## src/rtl/fft_peak_detect_if.sv

```systemverilog
// Bundle carrying FFT output beats into the peak detector and its per-frame result.
// DATA_W is the sample width and IDX_W the bin-index width. Both must match the detector instance.
interface fft_peak_detect_if #(
  parameter int DATA_W = 14,
  parameter int IDX_W  = 10
);
  // Handshake: a beat transfers on a rising clock edge where source_valid and source_ready are both 1.
  // The beat fields must be stable while source_valid is high. peak_valid is a one-cycle pulse that
  // carries no back-pressure.
  logic                       source_valid;
  logic                       source_sop;
  logic                       source_eop;
  logic [1:0]                 source_error;
  logic signed [DATA_W-1:0]   source_real;
  logic signed [DATA_W-1:0]   source_imag;
  logic                       source_ready;
  logic                       peak_valid;
  logic [IDX_W-1:0]           peak_bin;
  logic [2*DATA_W-1:0]        peak_power;
  logic                       frame_err;

  modport master (
    output source_valid, source_sop, source_eop, source_error, source_real, source_imag,
    input  source_ready, peak_valid, peak_bin, peak_power, frame_err
  );

  modport slave (
    input  source_valid, source_sop, source_eop, source_error, source_real, source_imag,
    output source_ready, peak_valid, peak_bin, peak_power, frame_err
  );
endinterface

```

## src/rtl/fft_peak_detect.sv

```systemverilog
// Per-frame peak search over FFT bins: 3-stage power/compare pipeline plus a frame FSM.
// Optional macro PEAK_SKIP_DC_EN excludes bin 0 from the search.
module fft_peak_detect #(
  parameter  int DATA_W  = 14,
  parameter  int FFT_LEN = 1024,
  localparam int IDX_W   = (FFT_LEN > 1) ? $clog2(FFT_LEN) : 1
) (
  input  logic                clk,
  input  logic                rst_n,
  fft_peak_detect_if.slave    src,
  output logic [1:0]          dbg_state_o
);
  localparam int PW = 2 * DATA_W;
  localparam logic [IDX_W-1:0] LAST_IDX = IDX_W'(FFT_LEN - 1);

  typedef enum logic [1:0] {IDLE, COLLECT, FLUSH, REPORT} state_e;
  state_e state_q, state_d;

  logic             acc, take, cand;
  logic [IDX_W-1:0] beat_idx, idx_q, idx_d;
  logic             err_q, err_d;

  logic                     s1_valid_q, s1_sop_q, s1_eop_q;
  logic signed [DATA_W-1:0] s1_re_q, s1_im_q;
  logic [IDX_W-1:0]         s1_idx_q;

  logic              s2_valid_q, s2_sop_q, s2_eop_q;
  logic [IDX_W-1:0]  s2_idx_q;
  logic [PW-1:0]     s2_pow_q;

  logic              have_q;
  logic [PW-1:0]     max_q;
  logic [IDX_W-1:0]  bin_q;

  logic              pv_q, perr_q;
  logic [IDX_W-1:0]  pbin_q;
  logic [PW-1:0]     ppow_q;

  logic signed [PW-1:0] re_x, im_x, re_sq, im_sq;
  logic [PW-1:0]        pow;

  assign src.source_ready = (state_q == IDLE) || (state_q == COLLECT);
  assign acc      = src.source_valid && src.source_ready;
  // Outside a frame only an sop beat enters the pipeline; everything else is dropped.
  assign take     = acc && (src.source_sop || (state_q == COLLECT));
  assign beat_idx = src.source_sop ? '0 : idx_q;

  always_comb begin
    state_d = state_q;
    idx_d   = idx_q;
    err_d   = err_q;
    if (take) begin
      idx_d = (beat_idx == LAST_IDX) ? '0 : beat_idx + IDX_W'(1);
      err_d = (src.source_sop ? 1'b0 : err_q) | (|src.source_error) |
              (src.source_eop && (beat_idx != LAST_IDX));
    end
    case (state_q)
      IDLE:    if (take) state_d = src.source_eop ? FLUSH : COLLECT;
      COLLECT: if (take && src.source_eop) state_d = FLUSH;
      FLUSH:   if (s2_valid_q && s2_eop_q) state_d = REPORT;
      REPORT:  state_d = IDLE;
      default: state_d = IDLE;
    endcase
  end

  always_ff @(posedge clk or negedge rst_n) begin
    if (!rst_n) begin
      state_q <= IDLE;
      idx_q   <= '0;
      err_q   <= 1'b0;
    end else begin
      state_q <= state_d;
      idx_q   <= idx_d;
      err_q   <= err_d;
    end
  end

  // Sign-extend before squaring so the product keeps all PW bits.
  assign re_x  = PW'(s1_re_q);
  assign im_x  = PW'(s1_im_q);
  assign re_sq = re_x * re_x;
  assign im_sq = im_x * im_x;
  assign pow   = unsigned'(re_sq) + unsigned'(im_sq);

`ifdef PEAK_SKIP_DC_EN
  assign cand = (s2_idx_q != '0);
`else
  assign cand = 1'b1;
`endif

  always_ff @(posedge clk or negedge rst_n) begin
    if (!rst_n) begin
      s1_valid_q <= 1'b0;
      s1_sop_q   <= 1'b0;
      s1_eop_q   <= 1'b0;
      s1_re_q    <= '0;
      s1_im_q    <= '0;
      s1_idx_q   <= '0;
      s2_valid_q <= 1'b0;
      s2_sop_q   <= 1'b0;
      s2_eop_q   <= 1'b0;
      s2_idx_q   <= '0;
      s2_pow_q   <= '0;
      have_q     <= 1'b0;
      max_q      <= '0;
      bin_q      <= '0;
    end else begin
      s1_valid_q <= take;
      s1_sop_q   <= src.source_sop;
      s1_eop_q   <= src.source_eop;
      s1_re_q    <= src.source_real;
      s1_im_q    <= src.source_imag;
      s1_idx_q   <= beat_idx;
      s2_valid_q <= s1_valid_q;
      s2_sop_q   <= s1_sop_q;
      s2_eop_q   <= s1_eop_q;
      s2_idx_q   <= s1_idx_q;
      s2_pow_q   <= pow;
      if (s2_valid_q) begin
        // An sop restarts the search; strict > keeps the lowest bin on ties.
        if (s2_sop_q) begin
          have_q <= cand;
          max_q  <= cand ? s2_pow_q : '0;
          bin_q  <= s2_idx_q;
        end else if (cand && (!have_q || (s2_pow_q > max_q))) begin
          have_q <= 1'b1;
          max_q  <= s2_pow_q;
          bin_q  <= s2_idx_q;
        end
      end
    end
  end

  always_ff @(posedge clk or negedge rst_n) begin
    if (!rst_n) begin
      pv_q   <= 1'b0;
      pbin_q <= '0;
      ppow_q <= '0;
      perr_q <= 1'b0;
    end else begin
      pv_q <= (state_q == REPORT);
      if (state_q == REPORT) begin
        pbin_q <= bin_q;
        ppow_q <= max_q;
        perr_q <= err_q;
      end
    end
  end

  assign src.peak_valid = pv_q;
  assign src.peak_bin   = pbin_q;
  assign src.peak_power = ppow_q;
  assign src.frame_err  = perr_q;
  assign dbg_state_o    = state_q;
endmodule

```

## src/flat_wrapper.sv

```systemverilog
// flat-port wrapper written by rule: the top's interface ports become plain ports
module fft_peak_detect_flat 
#(
  parameter  int DATA_W  = 14,
  parameter  int FFT_LEN = 1024,
  localparam int IDX_W   = (FFT_LEN > 1) ? $clog2(FFT_LEN) : 1
)
  (clk, rst_n, dbg_state_o, src_source_valid, src_source_sop, src_source_eop, src_source_error, src_source_real, src_source_imag, src_source_ready, src_peak_valid, src_peak_bin, src_peak_power, src_frame_err);
  fft_peak_detect_if #(.DATA_W(DATA_W), .IDX_W((10))) src_i ();
  input  logic clk;
  input  logic rst_n;
  output logic [1:0] dbg_state_o;
  input wire logic [$bits(src_i.source_valid)-1:0] src_source_valid;
  input wire logic [$bits(src_i.source_sop)-1:0] src_source_sop;
  input wire logic [$bits(src_i.source_eop)-1:0] src_source_eop;
  input wire logic [$bits(src_i.source_error)-1:0] src_source_error;
  input wire logic [$bits(src_i.source_real)-1:0] src_source_real;
  input wire logic [$bits(src_i.source_imag)-1:0] src_source_imag;
  output wire logic [$bits(src_i.source_ready)-1:0] src_source_ready;
  output wire logic [$bits(src_i.peak_valid)-1:0] src_peak_valid;
  output wire logic [$bits(src_i.peak_bin)-1:0] src_peak_bin;
  output wire logic [$bits(src_i.peak_power)-1:0] src_peak_power;
  output wire logic [$bits(src_i.frame_err)-1:0] src_frame_err;
  assign src_i.source_valid = src_source_valid;
  assign src_i.source_sop = src_source_sop;
  assign src_i.source_eop = src_source_eop;
  assign src_i.source_error = src_source_error;
  assign src_i.source_real = src_source_real;
  assign src_i.source_imag = src_source_imag;
  assign src_source_ready = src_i.source_ready;
  assign src_peak_valid = src_i.peak_valid;
  assign src_peak_bin = src_i.peak_bin;
  assign src_peak_power = src_i.peak_power;
  assign src_frame_err = src_i.frame_err;
  fft_peak_detect #(.DATA_W(DATA_W), .FFT_LEN(FFT_LEN)) u_core (.clk(clk), .rst_n(rst_n), .src(src_i), .dbg_state_o(dbg_state_o));
endmodule
```

## config.mk

```make
export PLATFORM = sky130hd
export DESIGN_NAME = fft_peak_detect_flat
export DESIGN_NICKNAME = d
export VERILOG_FILES = /design/src/rtl/fft_peak_detect_if.sv /design/src/rtl/fft_peak_detect.sv /design/src/flat_wrapper.sv
export SDC_FILE = /design/constraint.sdc
export NUM_CORES = 1
export LEC_CHECK = 0
export ABC_AREA = 1
export BUFFER_PORTS_ARGS = -buffer_cell sky130_fd_sc_hd__buf_4
export CORE_MARGIN = 2
export CORE_UTILIZATION = 50
export CTS_CLUSTER_DIAMETER = 150
export DETAILED_ROUTE_END_ITERATION = 8
export PLACE_DENSITY = 0.67
export SLEW_MARGIN = 25
export SYNTH_ARGS = -nofsm -noshare
export SYNTH_HDL_FRONTEND = slang
export SYNTH_SLANG_ARGS = --single-unit
```

## constraint.sdc

```tcl
create_clock -name clk -period 8.6 [get_ports clk]
set_clock_uncertainty 0.1 [all_clocks]
set_input_delay 0.86 -clock clk [delete_from_list [all_inputs] [get_ports clk]]
set_output_delay 0.86 -clock clk [all_outputs]
set_load 0.01 [all_outputs]
```

==> results of run 1 <==
-- metal layers --
metal / up-vias / part of all wire (%)
li1: 6363 / -
met5: - / 0
met3: 77 / 2.6
met1: 7000 / 41
met4: 0 / 3.1
met2: 206 / 53
-- path summary, 6_finish.rpt --
kind	end	slack (ns)	depth (start not counted)
worst max-delay path	u_core.s2_pow_q[26]	1.21	21
worst min-delay path	u_core.s2_idx_q[9]	0.24	0
worst max register to register	u_core.s2_pow_q[26]	1.21	21
worst min register to register	u_core.s2_idx_q[9]	0.24	0
max in group asynchronous	u_core.s1_re_q[3]	6.72	2
min in group asynchronous	u_core.s1_re_q[13]	0.42	1
-- area by class of cell --
| type | count | area (um^2) |
|---|---|---|
| fillers | 3671 | 18500 |
| multi-input cells | 1322 | 13500 |
| flip-flops and latches | 174 | 4350 |
| inverters | 613 | 2300 |
| repair buffers | 89 | 676 |
| well taps | 532 | 666 |
| clock buffers | 20 | 467 |
| clock inverters | 11 | 130 |
-- cells by family (layout without fill, tap and decap cells) --
kind of cell    after synthesis  count (layout)  share of synthesized area, %
mux                          13              13                         0.711
buf+inv                     668             733                          12.5
compound gates              120             120                          3.16
fa+ha+maj                   552             552                          48.7
xor+xnor                     42              42                          1.80
flops                       174             174                          21.3
simple gates                595             595                          11.8
-- per-stage QoR --
stage          cells  util, %  hold slack [ns]  worst slack, ns  instance area (um^2)
2_1_floorplan   2164        -            0.231             2.04                 20400
3_3_place_gp    2730     53.0            0.232             1.37                 21500
3_5_place_dp    2730     53.0            0.236             1.26                 21500
4_1_cts         2761     54.5            0.246             1.23                 22100
5_1_grt         2761     54.5            0.259            0.772                 22100
6_report        2761     54.5            0.245             1.21                 22100
-- synth_stat cells, types with 2 or more instances --
cell type	instances
sky130_fd_sc_hd__inv_1	612
sky130_fd_sc_hd__fa_1	405
sky130_fd_sc_hd__nand2_1	401
sky130_fd_sc_hd__dfrtp_1	174
sky130_fd_sc_hd__ha_1	147
sky130_fd_sc_hd__nor2_1	95
sky130_fd_sc_hd__nand3_1	72
sky130_fd_sc_hd__a21oi_1	70
sky130_fd_sc_hd__clkbuf_1	45
sky130_fd_sc_hd__o21ai_0	27
sky130_fd_sc_hd__xor2_1	24
sky130_fd_sc_hd__xnor2_1	18
sky130_fd_sc_hd__mux2_2	12
sky130_fd_sc_hd__nand4_1	7
sky130_fd_sc_hd__or2_2	6
sky130_fd_sc_hd__buf_6	5
sky130_fd_sc_hd__o22ai_1	5
sky130_fd_sc_hd__a21o_1	4
sky130_fd_sc_hd__buf_2	4
sky130_fd_sc_hd__nand2_2	3
sky130_fd_sc_hd__nor4_1	3
sky130_fd_sc_hd__o21ai_1	3
sky130_fd_sc_hd__o21bai_1	3
sky130_fd_sc_hd__nand3b_1	2
sky130_fd_sc_hd__nor3_1	2
sky130_fd_sc_hd__o21a_1	2
-- state kept, by name (all words and copies together), names as in the netlist --
signal                 cells
u_core.idx_q              10
u_core.s1_sop_q            1
u_core.src.peak_bin       10
u_core.s2_sop_q            1
u_core.s2_pow_q           28
u_core.have_q              1
u_core.s2_idx_q           10
u_core.src.peak_power     28
u_core.s1_eop_q            1
u_core.dbg_state_o         2
u_core.src.frame_err       1
u_core.s1_valid_q          1
u_core.err_q               1
u_core.s2_valid_q          1
u_core.src.peak_valid      1
u_core.s1_re_q            14
u_core.max_q              28
u_core.s1_idx_q           10
u_core.s1_im_q            14
u_core.s2_eop_q            1
u_core.bin_q              10
==> impl_summary.md, run 1 <==
Run status
The run finished with clean final reports.

Clock tree
The TritonCTS buffer count is 17. Buffers inserted to repair hold after CTS numbered 0. For the worst-skew pair, the clock arrives at the later sink with an insertion delay of 0.47 ns.

The clock tree root driver cell is sky130_fd_sc_hd__clkbuf_16. Buffers added to address setup during post-CTS repair amount to 0. The TritonCTS sink count is approximately 170. The clock tree from TritonCTS is built. No sink is reached through more buffers than the 2 on the longest clock path. Clock-pin slew was measured on the worst setup and hold paths at ~0.080 ns.

The clock tree synthesis step divided the H-tree into 4 levels. The number of cells upsized or downsized after cts is 0.

GRT
The global-route track usage on met3 is 2.66%. The combined global-route utilization of all metal layers is 22.7%. For this run the aggregate overflow at the end of global routing stands at 0. The global routing stage identified its most utilized layer as met2.

The initial antenna violation count is 0. The met2 usage is about 40%. The wire length of the first global-routing pass is 74200 um. For this run, global-route usage on met1 was measured as between 20% and 30%.

The via count of the first global-routing pass came to approximately 15000. Entering global routing, the biggest net connects 95 pins.

STA
The transition time at the pin with the least slew margin is between 0.9 and 1 ns. Headroom to the max-slew limit came out at 38.8%. The number of slew-limit violations in the final report is 0.

Setup repair after global routing left no endpoint under its margin. The final setup violation count is 0. The number of hold violations in the final report is 0. The timing-limited maximum frequency is about 0.14 GHz.

Of the available clock period, the critical path in the final layout requires 86.0%. The post-route minimum period is 7.39 ns. The setup TNS is 0 ns.

Routing
After detailed routing, the average wire length per cell comes to approximately 16 um. The count of unresolved DRC violations after routing is 0. The first detailed-routing pass ran for 7 iterations. After the first detailed-routing iteration, the DRC count stood at 698.

The routed wire length is 43700 um. Dividing the detail-routed via count by the number of cells gives 4.94. The overall via count from detail_route is roughly 14000. The detail route stage leaves a number of antenna-violating nets equal to 0.

Yosys
The total nets after synthesis is 2751. The mapped netlist covers 20400 um^2. The number of synthesized flops with an enable pin is 0.

Synthesis inferred between 150 and 200 register bits. The share of flip-flops with an asynchronous set or reset after synthesis is 100%. The area fraction of the dominant cell type after synthesis is between 30% and 40%. Synthesis produced 2164 cells. The post-synthesis area per instance is 9.43 um^2. The top cell type by total area after synthesis is sky130_fd_sc_hd__fa_1.

The most used flip-flop cell after synthesis is sky130_fd_sc_hd__dfrtp_1. Ranked by total cell area, the synthesized netlist is headed by sky130_fd_sc_hd__fa_1 (40%), sky130_fd_sc_hd__dfrtp_1 (21%), sky130_fd_sc_hd__inv_1 (11%). Yosys mapped the design onto 39 distinct sky130hd cell types. Of the synthesized area, sequential elements account for between 20% and 30%.

The count of yosys warnings during synthesis is 0.

Layout
The diode insertion count for antenna repair is 0. The final layout contains 2804 nets. The post-route netlist has 6.55% of its cells at a drive strength greater than 1. From synthesis to final layout, the design area changed by 8.27%. The top cell types in the final layout, fill and taps aside, are sky130_fd_sc_hd__inv_1 (612), sky130_fd_sc_hd__fa_1 (405), sky130_fd_sc_hd__nand2_1 (401), sky130_fd_sc_hd__dfrtp_1 (174), sky130_fd_sc_hd__ha_1 (146). The most common library cell in the layout ignoring fill and taps is sky130_fd_sc_hd__inv_1.

Setup path
Counting both buffers and inverters, the worst setup path holds a total of 5. STA classifies the critical path startpoint as a register. The critical path starts at u_core.s1_im_q[1]. The largest delay contributor family on the critical path is adder cells. Data on the critical path is required at its endpoint by 8.90 ns.

The type of the worst setup path is reg -> reg. STA puts the critical path data arrival time at 7.69 ns. The signal on the critical path passes through nand2_1, inv_1, fa_1, inv_1, fa_1, inv_1, fa_1, fa_1, fa_1, fa_1, fa_1, inv_1, fa_1, inv_1, ha_1, nand2_1, nor4_1, nand3_1, nand3_1, nand2_1, nand2_1. The library cell appearing most often on the critical path is sky130_fd_sc_hd__fa_1. The largest fanout on the critical path is 16. The critical path capture point type is a register.

The worst stage delay on the critical path is between 0.8 and 0.9 ns. The critical-path cell with the highest stage delay is sky130_fd_sc_hd__dfrtp_1. In this run the critical register-to-register path is launched from u_core.s1_im_q[1].

Placement
The congestion estimate from routability-driven global placement came to 0.852. Input and output buffers added on the ports amount to 77. The post-detailed-placement half-perimeter wirelength is ~36000 um.

Die
The overall die height is just over 200 um. Row generation in the floorplan step produced 74 rows. The core region is 40600 um^2.

The effective utilization at floorplan is 50.3%. The die covers 42500 um^2. just under 80 I/O pins were placed.

From left edge to right edge, the die measures 206 um.

Job
The max-cap check violation count is 0.

Min path
The type of the most critical hold path is reg -> reg. The start point of the worst min-delay path is u_core.s1_idx_q[9].
Power of run 1 is left out: the tool's default activity adds up to more than one toggle a clock period on the data nets, which glitch-free logic cannot reach.
==> run 2: changes to the inputs <==
Settings changed: CORE_UTILIZATION 50 to 55, PLACE_DENSITY 0.67 to 0.72.
==> impl_summary.md, run 2 (synthesis gave the netlist of run 1 again) <==
GRT
The via count of the first global-routing pass is 15263 (+0.78%). The maximum number of pins on one net before global-route repair is 82 (-14%). The combined global-route utilization of all metal layers is 24.7% (+2.1 points). The overall overflow remaining after global route is 0 (unchanged). The wire length of the first global-routing pass is 74400 um (+0.26%). The initial antenna violation count is 0 (unchanged).

Run status
The run finished with clean final reports.

Layout
The most common library cell in the layout ignoring fill and taps is sky130_fd_sc_hd__inv_1. The signed area change from the synthesized netlist to the final layout is 7.87%. Leaving out fill and tap cells, the most frequent cells in the layout are sky130_fd_sc_hd__inv_1 (612), sky130_fd_sc_hd__fa_1 (405), sky130_fd_sc_hd__nand2_1 (401), sky130_fd_sc_hd__dfrtp_1 (174), sky130_fd_sc_hd__ha_1 (146). The diode insertion count for antenna repair is 0 (unchanged). The share of layout cells above drive strength 1 is 6.55% (about the same). The number of fill cells was 3172 (-14%). The number of nets in the final layout is 2804 (unchanged). The utilization of the core after routing is 60.2% (+5.6 points).

STA
The final setup violation count was 0 (unchanged). The post-route minimum period is 7.28 ns (-0.115 ns). The relative slew slack is 43.2% (+4.5 points). The worst path setup slack after routing came to 1.32 ns (+0.115 ns).

The transition time at the pin with the least slew margin was 0.848 ns (-0.0703 ns). The portion of the clock cycle consumed by the worst path in the final layout is 84.6% (-1.3 points). Setup repair after global routing left no endpoint under its margin.

The number of slew-limit violations in the final report is 0 (unchanged). The number of hold violations in the final report came to 0 (unchanged). The setup TNS is 0 ns (unchanged). The timing-limited maximum frequency is 0.137 GHz (+1.6%).

Job
The max-cap check violation count is 0 (unchanged).

Routing
The routed wire length is 43800 um (+0.40%). The count of unresolved DRC violations after routing is 0 (unchanged). The number of search-and-repair iterations in the first detailed-routing pass is 5 (-2). The via density per instance is 5.13 (+3.8%). The overall via count from detail_route is 13835 (+1.4%). The post-detailed-route wirelength per cell came to 16.3 um (+2.7%). The violation count after the first detailed-routing iteration is 882 (+26%). The remaining number of nets flagged by the antenna check after routing came to 0 (unchanged).

Die
The number of rows created at floorplan is 70 (-5.4%). The overall die height is 197 um (-4.6%). The floorplan core area is 36600 um^2 (-9.7%). The overall die area is 38700 um^2 (-8.9%).

The width of the die is 197 um (-4.6%). The top-level port count is 78 (unchanged). The effective utilization at floorplan came to 55.8% (+5.4 points).

Setup path
Traced cell by cell, the critical path runs through nand2_1, inv_1, fa_1, inv_1, fa_1, inv_1, fa_1, fa_1, fa_1, fa_1, fa_1, inv_1, fa_1, inv_1, ha_1, nand2_1, nor4_1, nand3_1, nand4_1, nand2_1. The worst setup path is launched from a register. The worst setup path is captured at a register. The endpoint arrival time on the critical path is 7.52 ns (-0.17 ns). The sum of buffers and inverters on the critical path is 5 (unchanged). The worst stage delay on the critical path was 0.74 ns (-0.12 ns). The type of the worst setup path is reg -> reg. The largest fanout on the critical path is 19 (+3). By instance count, the cell type seen most on the critical path is sky130_fd_sc_hd__fa_1.

The critical-path cell with the highest stage delay is sky130_fd_sc_hd__dfrtp_1. In this design, the largest share of critical-path delay is due to adder cells. The data required time at the worst endpoint was 8.84 ns (-0.06 ns).

Clock tree
The register clock-pin slew on the reported worst setup and hold paths is 0.08 ns (about the same). In this run the clock root is driven by a sky130_fd_sc_hd__clkbuf_16. The number of cells upsized or downsized after cts is 0 (unchanged). The total setup buffers inserted after CTS is 0 (unchanged). The number of buffers on the longest clock path is 2 (unchanged). TritonCTS built the clock tree. The number of buffers inserted by hold repair at cts is 0 (unchanged). The source-to-sink clock delay at the later pin of the worst-skew pair is 0.46 ns (about the same). The TritonCTS buffer count was 17 (unchanged).

The CTS H-tree depth is 4 (unchanged). The TritonCTS sink count is 174 (unchanged).

Placement
The port buffer count was 77 (unchanged). The worst setup slack before clock tree synthesis is 1.28 ns (+0.0197 ns). The routability-driven placement congestion ratio is 0.883 (+3.7%). The post-detailed-placement half-perimeter wirelength came to 36200 um (+1.1%).

Min path
The min-delay analysis places its worst path in the category in -> async.
==> run 2: path summary, 6_finish.rpt <==
| check | from | end | cells past startpoint | slack, ns |
|---|---|---|---|---|
| worst max-delay path | u_core.s1_im_q[13] | u_core.s2_pow_q[26] | 20 | 1.32 |
| worst min-delay path | rst_n | u_core.dbg_state_o[0] | 1 | 0.21 |
| worst max register to register | u_core.s1_im_q[13] | u_core.s2_pow_q[26] | 20 | 1.32 |
| worst min register to register | u_core.s1_idx_q[4] | u_core.s2_idx_q[4] | 0 | 0.25 |
| max in group asynchronous | rst_n | u_core.s1_re_q[6] | 3 | 6.38 |
| min in group clk | u_core.s1_idx_q[4] | u_core.s2_idx_q[4] | 0 | 0.25 |
==> run 2: through the flow <==
step | cells | hold slack, ns | instance area, um^2
2_1_floorplan | 2164 | 0.231 | 20400
3_3_place_gp | 2666 | 0.233 | 21400
3_5_place_dp | 2666 | 0.235 | 21400
4_1_cts | 2698 | 0.216 | 22000
5_1_grt | 2698 | 0.234 | 22000
6_report | 2698 | 0.215 | 22000
==> run 2: metal layers <==
metal | share of wire, % | wire, um | vias to the layer above | global-route usage [%]
met3 | 3.6 | 1570 | 63 | 2.75
met2 | 55 | 24000 | 248 | 44.8
met1 | 40 | 17300 | 7164 | 31.7
met4 | 2.1 | 918 | 0 | 6.82
li1 | - | - | 6360 | -
met5 | 0 | 0 | - | 0
==> run 2: area by class of cell <==
cell class / instances / area, um^2 / share of cell area [%]
Clock inverter: 13 / 153 / 0.693
Inverter: 613 / 2300 / 10.4
Timing Repair Buffer: 89 / 676 / 3.07
Sequential cell: 174 / 4350 / 19.8
Multi-Input combinational cell: 1322 / 13500 / 61.3
Tap cell: 468 / 586 / 2.66
Clock buffer: 19 / 443 / 2.01
Power of run 2 is left out for the same reason.
==> run 3: changes to the inputs <==
Settings changed: PLACE_DENSITY 0.72 to 0.75.
Clock period 8.6 ns to 5.85 ns, I/O delays scaled along.
==> impl_summary.md, run 3 (synthesis gave the netlist of run 1 again) <==
Routing
The overall via count from detail_route was 15110 (+9.2%). The post-detailed-route wirelength per cell came to 17.0 um (+4.9%). The violation count after the first detailed-routing iteration was 927 (+5.1%).

The via density per instance was 5.12 (-0.11%). The count of unresolved DRC violations after routing came to 0 (unchanged). The routed wire length is 50300 um (+15%). The number of search-and-repair iterations in the first detailed-routing pass was 6 (+1). The remaining number of nets flagged by the antenna check after routing is 0 (unchanged).

Setup path
The launching element of the worst setup path is u_core.s1_re_q[13]. The register-to-register setup slack is -0.48 ns (-1.80 ns). The largest fanout on the critical path was 7 (-12). The startpoint type of the worst setup path is a register. The endpoint of the most critical register-to-register path is u_core.s2_pow_q[26]. The data required time at the worst endpoint is 6.09 ns (-2.75 ns).

The worst setup path is captured at a register. The source of the worst register-to-register timing path is u_core.s1_re_q[13]. The endpoint arrival time on the critical path came to 6.57 ns (-0.95 ns).

The critical path in this run is classified as reg -> reg. The critical path ends at u_core.s2_pow_q[26]. The path depth of the worst reg2reg path came to 22 (+10%).

Die
The overall die height is 197 um (unchanged). The overall die area is 38700 um^2 (unchanged). The floorplan core area is 36600 um^2 (unchanged). The number of rows created at floorplan is 70 (unchanged). The effective utilization at floorplan is 55.8% (unchanged). The top-level port count is 78 (unchanged).

The width of the die is 197 um (unchanged).

Layout
Compared with the post-synthesis result, the final layout area differs by 24.0%. The number of nets in the final layout came to 3055 (+9.0%). The library cell used most frequently in the layout, excluding fill and tap cells, is sky130_fd_sc_hd__inv_1. In the layout the commonest cells are sky130_fd_sc_hd__inv_1 (568), sky130_fd_sc_hd__fa_1 (384), sky130_fd_sc_hd__nand2_1 (358), sky130_fd_sc_hd__buf_4 (288), sky130_fd_sc_hd__dfrtp_1 (157). The share of layout cells above drive strength 1 was 24.6% (+18 points). The utilization of the core after routing is 69.2% (+9.0 points).

Clock tree
The TritonCTS sink count is 174 (unchanged). The clock tree from TritonCTS is built. The CTS H-tree depth is 4 (unchanged). The TritonCTS buffer count is 17 (unchanged). CTS placed an instance of sky130_fd_sc_hd__clkbuf_16 at the clock tree root.

The source-to-sink clock delay at the later pin of the worst-skew pair was 0.46 ns (about the same). The number of buffers on the longest clock path is 2 (unchanged). The register clock-pin slew on the reported worst setup and hold paths is 0.08 ns (about the same).

Min path
The type of the most critical hold path is in -> reg.

GRT
The initial antenna violation count is 1 (+1). The overall overflow remaining after global route is 0 (unchanged). The maximum number of pins on one net before global-route repair is 68 (-17%).

The via count of the first global-routing pass came to 16739 (+9.7%). The wire length of the first global-routing pass came to 82200 um (+11%). The combined global-route utilization of all metal layers was 27.4% (+2.7 points).

STA
The transition time at the pin with the least slew margin is 0.847 ns (-0.000707 ns). The post-route minimum period is 6.33 ns (-0.950 ns). The portion of the clock cycle consumed by the worst path in the final layout is 108% (+24 points).

Setup repair after global routing could not meet its margin everywhere. The final setup violation count is 18 (+18). The relative slew slack is 43.5% (+0.26 points). The timing-limited maximum frequency is 0.158 GHz (+15%). The worst path setup slack after routing is -0.478 ns (-1.80 ns). The number of slew-limit violations in the final report is 0 (unchanged). The number of hold violations in the final report is 0 (unchanged).

Placement
The port buffer count is 77 (unchanged). The routability-driven placement congestion ratio is 0.949 (+7.4%). The post-detailed-placement half-perimeter wirelength is 39400 um (+8.9%).

Job
The max-cap check violation count came to 0 (unchanged).

Run status
The checks that failed: negative setup slack. The run finished, with violations left.
[run 3: changes by cell type in the layout (fill, tap and decap cells not counted), moves of 21 or more]
cell / change
sky130_fd_sc_hd__a21oi_1: -22
sky130_fd_sc_hd__buf_4: +201
sky130_fd_sc_hd__buf_6: +41
sky130_fd_sc_hd__fa_1: -21
sky130_fd_sc_hd__fa_2: +21
sky130_fd_sc_hd__ha_1: -36
sky130_fd_sc_hd__ha_4: +36
sky130_fd_sc_hd__inv_1: -44
sky130_fd_sc_hd__inv_2: +40
sky130_fd_sc_hd__nand2_1: -43
sky130_fd_sc_hd__nand2_2: +24
[run 3: how the worst min path moves through the flow]
stage                       start                 to  slack, ns  cells after the start
2_1_floorplan               rst_n    u_core.bin_q[0]       0.19                      0
5_1_grt        src_source_imag[4]  u_core.s1_im_q[4]       0.11                      1
3_5_place_dp      u_core.s1_sop_q    u_core.s2_sop_q       0.23                      0
3_3_place_gp    u_core.s1_valid_q  u_core.s2_valid_q       0.23                      0
6_report       src_source_imag[8]  u_core.s1_im_q[8]       0.13                      1
4_1_cts        src_source_imag[8]  u_core.s1_im_q[8]       0.11                      1
[run 3: metrics by stage]
| step | worst slack [ns] | hold WS (ns) | cells | setup TNS (ns) | instance area [um^2] |
|---|---|---|---|---|---|
| finish | -0.478 | 0.126 | 2950 | -5.83 | 25300 |
| global placement | -0.862 | 0.233 | 2872 | -9.01 | 23300 |
| detailed placement | -0.875 | 0.235 | 2872 | -9.50 | 23300 |
| global route | -0.674 | 0.112 | 2949 | -8.89 | 25300 |
| CTS | -0.429 | 0.108 | 2933 | -4.69 | 24900 |
| floorplan | -0.220 | 0.189 | 2164 | -1.70 | 20700 |
[run 3: metal layers]
layer	global-route usage (%)	wire, um	vias to the layer above
met2	48.7	26800	377
met1	34.3	19300	7757
met4	10.4	1970	0
met5	0	0	-
met3	3.76	2240	116
li1	-	-	6860
[run 3: layout make-up]
type	count	area, um^2
fill	2639	11300
tap	468	586
antenna	1	2.50
clock buffer	17	425
sequential	174	4380
timing repair buffer	340	2820
multi-input combinational	1322	14600
inverter	613	2310
clock inverter	15	166
[run 3: timing repair]
action,in CTS,in global routing
resized for setup,171,102
buffers inserted,29,20
hold endpoints to repair,9,0
hold buffers,1,0
endpoints found under the setup margin,19,20
pin swaps,92,75
[run 3: worst max-delay path: stages, from the launching register on]
cell and delay [ns]:
sky130_fd_sc_hd__dfrtp_2 0.46, sky130_fd_sc_hd__buf_6 0.17, sky130_fd_sc_hd__buf_4 0.14, sky130_fd_sc_hd__nand2_4 0.08, sky130_fd_sc_hd__inv_4 0.05, sky130_fd_sc_hd__fa_1 0.53, sky130_fd_sc_hd__fa_1 0.56, sky130_fd_sc_hd__inv_2 0.09
sky130_fd_sc_hd__fa_1 0.54, sky130_fd_sc_hd__inv_1 0.05, sky130_fd_sc_hd__fa_1 0.49, sky130_fd_sc_hd__inv_1 0.05, sky130_fd_sc_hd__fa_1 0.51, sky130_fd_sc_hd__fa_1 0.50, sky130_fd_sc_hd__inv_1 0.05, sky130_fd_sc_hd__fa_1 0.48
sky130_fd_sc_hd__ha_4 0.30, sky130_fd_sc_hd__ha_4 0.23, sky130_fd_sc_hd__a21o_1 0.20, sky130_fd_sc_hd__a221oi_2 0.36, sky130_fd_sc_hd__nand3_1 0.11, sky130_fd_sc_hd__nand2_1 0.08, sky130_fd_sc_hd__nand2_1 0.05
Power of run 3 is left out for the same reason.
